$ cat config.mk
export PLATFORM = sky130hd
export DESIGN_NAME = draw_sequencer
export DESIGN_NICKNAME = d
export VERILOG_FILES = /design/src/rtl/draw_sequencer_pkg.sv /design/src/rtl/raster_scanner.sv /design/src/rtl/draw_sequencer.sv
export SDC_FILE = /design/constraint.sdc
export NUM_CORES = 1
export LEC_CHECK = 0
export BUFFER_PORTS_ARGS = -buffer_cell sky130_fd_sc_hd__buf_2
export CAP_MARGIN = 10
export CORE_UTILIZATION = 40
export CTS_CLUSTER_DIAMETER = 30
export CTS_CLUSTER_SIZE = 25
export DETAILED_ROUTE_END_ITERATION = 8
export GPL_TIMING_DRIVEN = 0
export SETUP_SLACK_MARGIN = 0.3
export SLEW_MARGIN = 20
export SYNTH_ARGS = -nofsm -noshare
export SYNTH_HDL_FRONTEND = slang
export SYNTH_HIERARCHICAL = 1
export SYNTH_SLANG_ARGS = --single-unit
$ cat constraint.sdc
create_clock -name clk -period 6.2 [get_ports clk]
set_input_delay 0.62 -clock clk [delete_from_list [all_inputs] [get_ports clk]]
set_output_delay 0.62 -clock clk [all_outputs]
set_load 0.005 [all_outputs]
$ cat src/rtl/draw_sequencer_pkg.sv
// draw_sequencer_pkg
// Shared constants for the VGA draw path: screen and sprite geometry, the
// sequencer state encoding, the command-kind enum, and the image IDs the
// colour mux decodes from memorySel.
package draw_sequencer_pkg;

    localparam int DS_SCREEN_W = 160;
    localparam int DS_SCREEN_H = 120;
    localparam int DS_SPRITE_W = 40;
    localparam int DS_SPRITE_H = 40;

    // Sequencer states
    localparam logic [2:0] ST_IDLE  = 3'd0;
    localparam logic [2:0] ST_LOAD  = 3'd1;
    localparam logic [2:0] ST_SCAN  = 3'd2;
    localparam logic [2:0] ST_FLUSH = 3'd3;
    localparam logic [2:0] ST_DONE  = 3'd4;

    typedef enum logic [1:0] {
        CMD_SCREEN = 2'd0,
        CMD_SPRITE = 2'd1,
        CMD_ERASE  = 2'd2
    } cmd_kind_t;

    // Image IDs understood by the colour mux
    localparam logic [4:0] IMG_NONE       = 5'd0;
    localparam logic [4:0] IMG_TITLE      = 5'd1;
    localparam logic [4:0] IMG_BACKGROUND = 5'd3;
    localparam logic [4:0] IMG_PLAYER     = 5'd12;

    // Fixed priority: screen > erase > sprite
    function automatic cmd_kind_t arbitrate(input logic scr, input logic era);
        if (scr)      return CMD_SCREEN;
        else if (era) return CMD_ERASE;
        else          return CMD_SPRITE;
    endfunction

endpackage

$ cat src/rtl/raster_scanner.sv
// raster_scanner
// Row-major col/row walker with a linear address counter.
// Ports:
//   clk, rst          clock, async active-high reset
//   i_clear           zero all counters (LOAD)
//   i_step            advance one pixel (SCAN)
//   i_screen          route the address to the screen ROM, else sprite ROM
//   i_w, i_h          raster width / height for the current command
//   o_col, o_row      current pixel position
//   o_last            current pixel is (W-1, H-1)
//   o_screen_addr     screen ROM address (0 when the sprite ROM is in use)
//   o_sprite_addr     sprite ROM address (0 when the screen ROM is in use)
module raster_scanner (
    input  logic        clk,
    input  logic        rst,
    input  logic        i_clear,
    input  logic        i_step,
    input  logic        i_screen,
    input  logic [7:0]  i_w,
    input  logic [6:0]  i_h,
    output logic [7:0]  o_col,
    output logic [6:0]  o_row,
    output logic        o_last,
    output logic [14:0] o_screen_addr,
    output logic [10:0] o_sprite_addr
);

    logic [7:0]  r_col;
    logic [6:0]  r_row;
    logic [14:0] r_addr;
    logic        w_col_end;
    logic        w_row_end;

    assign w_col_end = (r_col == i_w - 8'd1);
    assign w_row_end = (r_row == i_h - 7'd1);
    assign o_last    = w_col_end & w_row_end;

    // Counters fall back to 0 after the last pixel so both ROM addresses
    // idle at 0 between commands.
    always_ff @(posedge clk or posedge rst) begin
        if (rst) begin
            r_col  <= '0;
            r_row  <= '0;
            r_addr <= '0;
        end else if (i_clear || (i_step && o_last)) begin
            r_col  <= '0;
            r_row  <= '0;
            r_addr <= '0;
        end else if (i_step) begin
            r_addr <= r_addr + 15'd1;
            if (w_col_end) begin
                r_col <= '0;
                r_row <= r_row + 7'd1;
            end else begin
                r_col <= r_col + 8'd1;
            end
        end
    end

    assign o_col         = r_col;
    assign o_row         = r_row;
    assign o_screen_addr = i_screen ? r_addr : 15'd0;
    assign o_sprite_addr = i_screen ? 11'd0 : r_addr[10:0];

endmodule

$ cat src/rtl/draw_sequencer.sv
// draw_sequencer
// Control FSM for the VGA pixel datapath. Accepts one draw command at a
// time (full screen, sprite box, black erase box), walks the ROM addresses
// row-major and emits the matching pixel stream one cycle later to line up
// with the 1-cycle ROM read.
// Ports:
//   clk, reset                       clock, async active-high reset
//   screenReq/spriteReq/eraseReq     level requests (screen > erase > sprite)
//   imageSel, originX, originY       command operands, latched on accept
//   ack                              1-cycle pulse: command accepted
//   busy                             ack cycle through done cycle
//   done                             1-cycle pulse after the last pixel
//   screenAddr, spriteAddr           ROM addresses
//   memorySel, x, y, black, plot     pixel stream to colour mux / VGA
module draw_sequencer
    import draw_sequencer_pkg::*;
#(
    parameter int SCREEN_W = DS_SCREEN_W,
    parameter int SCREEN_H = DS_SCREEN_H,
    parameter int SPRITE_W = DS_SPRITE_W,
    parameter int SPRITE_H = DS_SPRITE_H
) (
    input  logic        clk,
    input  logic        reset,
    input  logic        screenReq,
    input  logic        spriteReq,
    input  logic        eraseReq,
    input  logic [4:0]  imageSel,
    input  logic [7:0]  originX,
    input  logic [6:0]  originY,
    output logic        ack,
    output logic        busy,
    output logic        done,
    output logic [14:0] screenAddr,
    output logic [10:0] spriteAddr,
    output logic [4:0]  memorySel,
    output logic [7:0]  x,
    output logic [6:0]  y,
    output logic        black,
    output logic        plot
);

    logic [2:0]  r_state;
    cmd_kind_t   r_kind;
    logic [4:0]  r_img;
    logic [7:0]  r_ox;
    logic [6:0]  r_oy;
    logic        r_ack;
    logic        r_busy;
    logic        r_done;

    logic        r_plot;
    logic        r_black;
    logic [7:0]  r_x;
    logic [6:0]  r_y;
    logic [4:0]  r_msel;

    logic        w_accept;
    logic        w_scan;
    logic        w_screen;
    logic [7:0]  w_w;
    logic [6:0]  w_h;
    logic [7:0]  w_col;
    logic [6:0]  w_row;
    logic        w_last;
    logic [8:0]  w_x_full;
    logic [7:0]  w_y_full;
    logic        w_on_screen;

    assign w_accept = (r_state == ST_IDLE) && (screenReq || eraseReq || spriteReq);
    assign w_scan   = (r_state == ST_SCAN);
    assign w_screen = (r_kind == CMD_SCREEN);
    assign w_w      = w_screen ? 8'(SCREEN_W) : 8'(SPRITE_W);
    assign w_h      = w_screen ? 7'(SCREEN_H) : 7'(SPRITE_H);

    raster_scanner u_scan (
        .clk           (clk),
        .rst           (reset),
        .i_clear       (r_state == ST_LOAD),
        .i_step        (w_scan),
        .i_screen      (w_screen),
        .i_w           (w_w),
        .i_h           (w_h),
        .o_col         (w_col),
        .o_row         (w_row),
        .o_last        (w_last),
        .o_screen_addr (screenAddr),
        .o_sprite_addr (spriteAddr)
    );

    // Control FSM. busy covers the ack cycle through the done cycle; a held
    // request is re-arbitrated in the done cycle, giving ack one cycle later.
    always_ff @(posedge clk or posedge reset) begin
        if (reset) begin
            r_state <= ST_IDLE;
            r_kind  <= CMD_SCREEN;
            r_img   <= IMG_NONE;
            r_ox    <= '0;
            r_oy    <= '0;
            r_ack   <= 1'b0;
            r_busy  <= 1'b0;
            r_done  <= 1'b0;
        end else begin
            r_ack  <= w_accept;
            r_busy <= w_accept || (r_state != ST_IDLE);
            r_done <= (r_state == ST_DONE);
            case (r_state)
                ST_IDLE: begin
                    if (w_accept) begin
                        r_kind  <= arbitrate(screenReq, eraseReq);
                        r_img   <= imageSel;
                        r_ox    <= originX;
                        r_oy    <= originY;
                        r_state <= ST_LOAD;
                    end
                end
                ST_LOAD:  r_state <= ST_SCAN;
                ST_SCAN:  if (w_last) r_state <= ST_FLUSH;
                ST_FLUSH: r_state <= ST_DONE;
                ST_DONE:  r_state <= ST_IDLE;
                default:  r_state <= ST_IDLE;
            endcase
        end
    end

    // Box coordinates are formed one bit wider so off-screen pixels can be
    // detected and suppressed instead of wrapping.
    assign w_x_full    = w_screen ? {1'b0, w_col} : ({1'b0, r_ox} + {1'b0, w_col});
    assign w_y_full    = w_screen ? {1'b0, w_row} : ({1'b0, r_oy} + {1'b0, w_row});
    assign w_on_screen = (w_x_full < 9'(SCREEN_W)) && (w_y_full < 8'(SCREEN_H));

    // Pixel stage: registered one cycle after the address to match ROM latency.
    always_ff @(posedge clk or posedge reset) begin
        if (reset) begin
            r_plot  <= 1'b0;
            r_black <= 1'b0;
            r_x     <= '0;
            r_y     <= '0;
            r_msel  <= '0;
        end else begin
            r_plot  <= w_scan && w_on_screen;
            r_black <= w_scan && (r_kind == CMD_ERASE);
            if (w_scan) begin
                r_x    <= w_x_full[7:0];
                r_y    <= w_y_full[6:0];
                r_msel <= r_img;
            end
        end
    end

    assign ack       = r_ack;
    assign busy      = r_busy;
    assign done      = r_done;
    assign plot      = r_plot;
    assign black     = r_black;
    assign x         = r_x;
    assign y         = r_y;
    assign memorySel = r_msel;

endmodule
==> results by group <==
Outcome
  – Status: complete, but fails checks
  – Failing checks: design-rule violations

Floorplanning
  – Initial core utilization: 41.6%
  – Full die area: 12500 sq um
  – Die width: 112 um
  – Die height: 112 um
  – I/O Pins: 76
  – Total core area: 11600 sq um
  – Cell row count: 39

Synth
  – Count leader, synth: dfrtp_1
  – Post-synth EDFFs: 0
  – Ys async rst share: 100%
  – Netlist cell types: 71
  – Synth Register Bits: 80
  – Part of the Yosys area used for sequential elements: 41.6%
  – Avg Inst Size Synth: 9.68 sq um
  – Top FF cell, synth: dfrtp_1
  – Synth Cell Area: 4810 sq um
  – Post-synth top cells: dfrtp_1 (80), nand2_1 (49), nor2_1 (42), a21oi_1 (23), xor2_1 (23)
  – Synth top area share: 41.6%
  – Post-Syn Instances: 497
  – Synth area leader: dfrtp_1
  – Synth area leaders: dfrtp_1 (42%), ha_1 (5.2%), xor2_1 (4.2%)
  – Yosys warns: 6

Timing
  – Setup ws final: 2.89 ns
  – Final hold vios: 0
  – Worst-margin pin slew: 0.746 ns
  – # setup viols final: 0
  – RSZ-0062 raised after global routing: no
  – Period minus WS final: 3.31 ns
  – Setup_tns: 0 ns
  – Clk_skew: 0.00921 ns
  – Pins over their slew limit: 0
  – Rel. slew slack: 50.3%
  – Crit share post-route: 53.3%
  – Achievable frequency: 302 MHz

Drt
  – Wire per inst: 14.6 um
  – Number of remaining DRC errors: 2
  – DR iter-0 viols: 181
  – Vias/cell: 5.15
  – Via count: 3927
  – WL final: 11.2 mm
  – Final ANT Viol Nets: 0
  – 1st-pass router iterations: 6

Placed design
  – GP Congestion: 0.835
  – Placed insts: 747
  – Placement Setup Slack: 2.94 ns
  – DPL Wire Length: 8.37 mm
  – PortBufs: 75

CTS
  – Post-CTS Hold Buffers: 0
  – Clock Tree Buf Depth: 2
  – CTS tree: yes
  – Clk slew on worst S/H paths: 0.06 ns
  – CTS Sinks: 80
  – Post-CTS Resized: 0
  – H-tree Lvls: 3
  – Root buffer cell: clkbuf_16
  – Setup repair bufs after CTS: 0
  – Later-pin clock latency in the skew report: 0.34 ns
  – Num CTS Buffers: 9

Critical path
  – Critical path class: flip-flop to flip-flop
  – Worst EP required: 6.43 ns
  – Worst Path Buf+Inv: 4
  – Type of destination of the critical path: flip-flop
  – Delay-heaviest family, CP: buffers and inverters
  – Reg2Reg Depth: 12
  – CP max stage delay: 0.40 ns
  – Critical path cell sequence: or2_1, clkbuf_1, inv_2, buf_4, xor2_1, nor4_1, a211o_1, o2111a_1, o211ai_2, inv_1, nand2b_1, and3_1
  – Crit-path max FO: 25
  – Worst path slowest cell: dfrtp_1
  – Reg-to-reg startpoint: r_kind[0]
  – Reg2reg end: r_state[0]
  – Reg2reg setup slack: 2.89 ns
  – Crit path DAT: 3.53 ns
  – Critical Path Source Type: flip-flop

GRT
  – Vias in the first global route: 3879
  – Initial antenna violation count: 0
  – First-pass GRT wire length: 19.0 mm
  – Total grt overflow: 0
  – Largest net degree at the start of global routing: 36
  – GRT Resource Usage Total: 19.2%

Layout
  – Number of diodes: 0
  – Final Non-Filler Cells: 763
  – Fill cell count: 1097
  – Net count, final: 662
  – Area delta synth->final: 21.4%
  – Share of cells above drive strength 1: 20.2%

Power and ir drop
  – Worst vdd ir: 0.000232 V
  – Power Density: 459 nW/um^2
  – Static leakage: 2.83 nW

Run
  – Max-cap violations: 0

Min path
  – HP Class: primary input to asynchronous set/reset pin
## worst max path at each step
stage          startpoint         end  slack (ns)  cells past startpoint
2_1_floorplan   r_kind[0]  r_state[0]        3.55                     12
3_3_place_gp    r_kind[0]  r_state[0]        2.97                     12
3_5_place_dp    r_kind[0]  r_state[0]        2.94                     12
4_1_cts         r_kind[0]  r_state[0]        2.91                     12
5_1_grt         r_kind[0]  r_state[0]        2.70                     12
6_report        r_kind[0]  r_state[0]        2.89                     12
## per-stage QoR
step | hold WS [ns] | area [sq um] | utilization, % | total power [W]
after floorplan | 0.426 | 4930 | - | 0.00171
after global placement | 0.441 | 5480 | 47.4 | 0.00204
after detailed placement | 0.454 | 5500 | 47.6 | 0.00208
after CTS | 0.271 | 5840 | 50.5 | 0.00270
after global routing | 0.301 | 5840 | 50.5 | 0.00290
final | 0.274 | 5840 | 50.5 | 0.00268
## placed cells by master, fill, tap and decap left out, types with 8 or more instances in the layout
cell type  netlist  routed
a21oi_1         23      23
a31oi_1          8       8
and2_1          17      17
and3_1           9       9
buf_2            5      80
clkbuf_1         9      11
clkbuf_16        0       9
conb_1           2      33
dfrtp_1         80      80
ha_1            20      20
inv_1           15      13
mux2_1          17      17
nand2_1         49      49
nand3_1         16      16
nand4_1          8       8
nor2_1          42      42
nor2b_1         15      15
nor3_1           9       9
o21ai_0          9       9
xnor2_1         21      21
xor2_1          23      23
## layer usage
layer / share of wire, % / GRT usage [%] / vias up
li1: - / - / 1932
met1: 48 / 25.5 / 1915
met2: 47 / 30.9 / 66
met3: 3.5 / 4.08 / 14
met4: 1.7 / 6.76 / 0
met5: 0 / 0 / -
## state kept, by name, indices dropped and copies added, names as in the netlist
register / cells
done: 1
u_scan/r_addr: 15
black: 1
r_state: 3
r_oy: 7
r_kind: 2
r_ox: 8
r_img: 5
u_scan/o_row: 7
plot: 1
memorySel: 5
y: 7
u_scan/o_col: 8
busy: 1
x: 8
ack: 1
## final cells by class
type	count	area (sq um)	share of cell area, %
multi-input combinational	412	2760	47.3
tap	143	179	3.06
timing repair buffer	76	395	6.77
buffer	19	100	1.71
clock inverter	5	105	1.80
sequential	80	2000	34.3
inverter	17	63.8	1.09
clock buffer	11	233	3.99
## power breakdown
part	switching [W]	internal [W]	total, W
clock	0.000214	0.000394	0.000607
combinational	0.000688	0.000520	0.00121
sequential	0.000152	0.000709	0.000861
total	0.00105	0.00162	0.00268
## cells by family (layout without fill, tap and decap cells)
family / after synthesis / count (layout) / synth area share (%)
other: 2 / 33 / 0.156
and+or+nand+nor: 201 / 201 / 21.9
adders and majority gates: 22 / 22 / 6.04
DFF: 80 / 80 / 41.6
buffers and inverters: 36 / 128 / 3.41
AOI/OAI and AO/OA: 86 / 86 / 12.8
xor gates and xnor gates: 45 / 45 / 8.35
muxes: 25 / 25 / 5.70
Note: power is estimated with default switching activity, not from simulation.
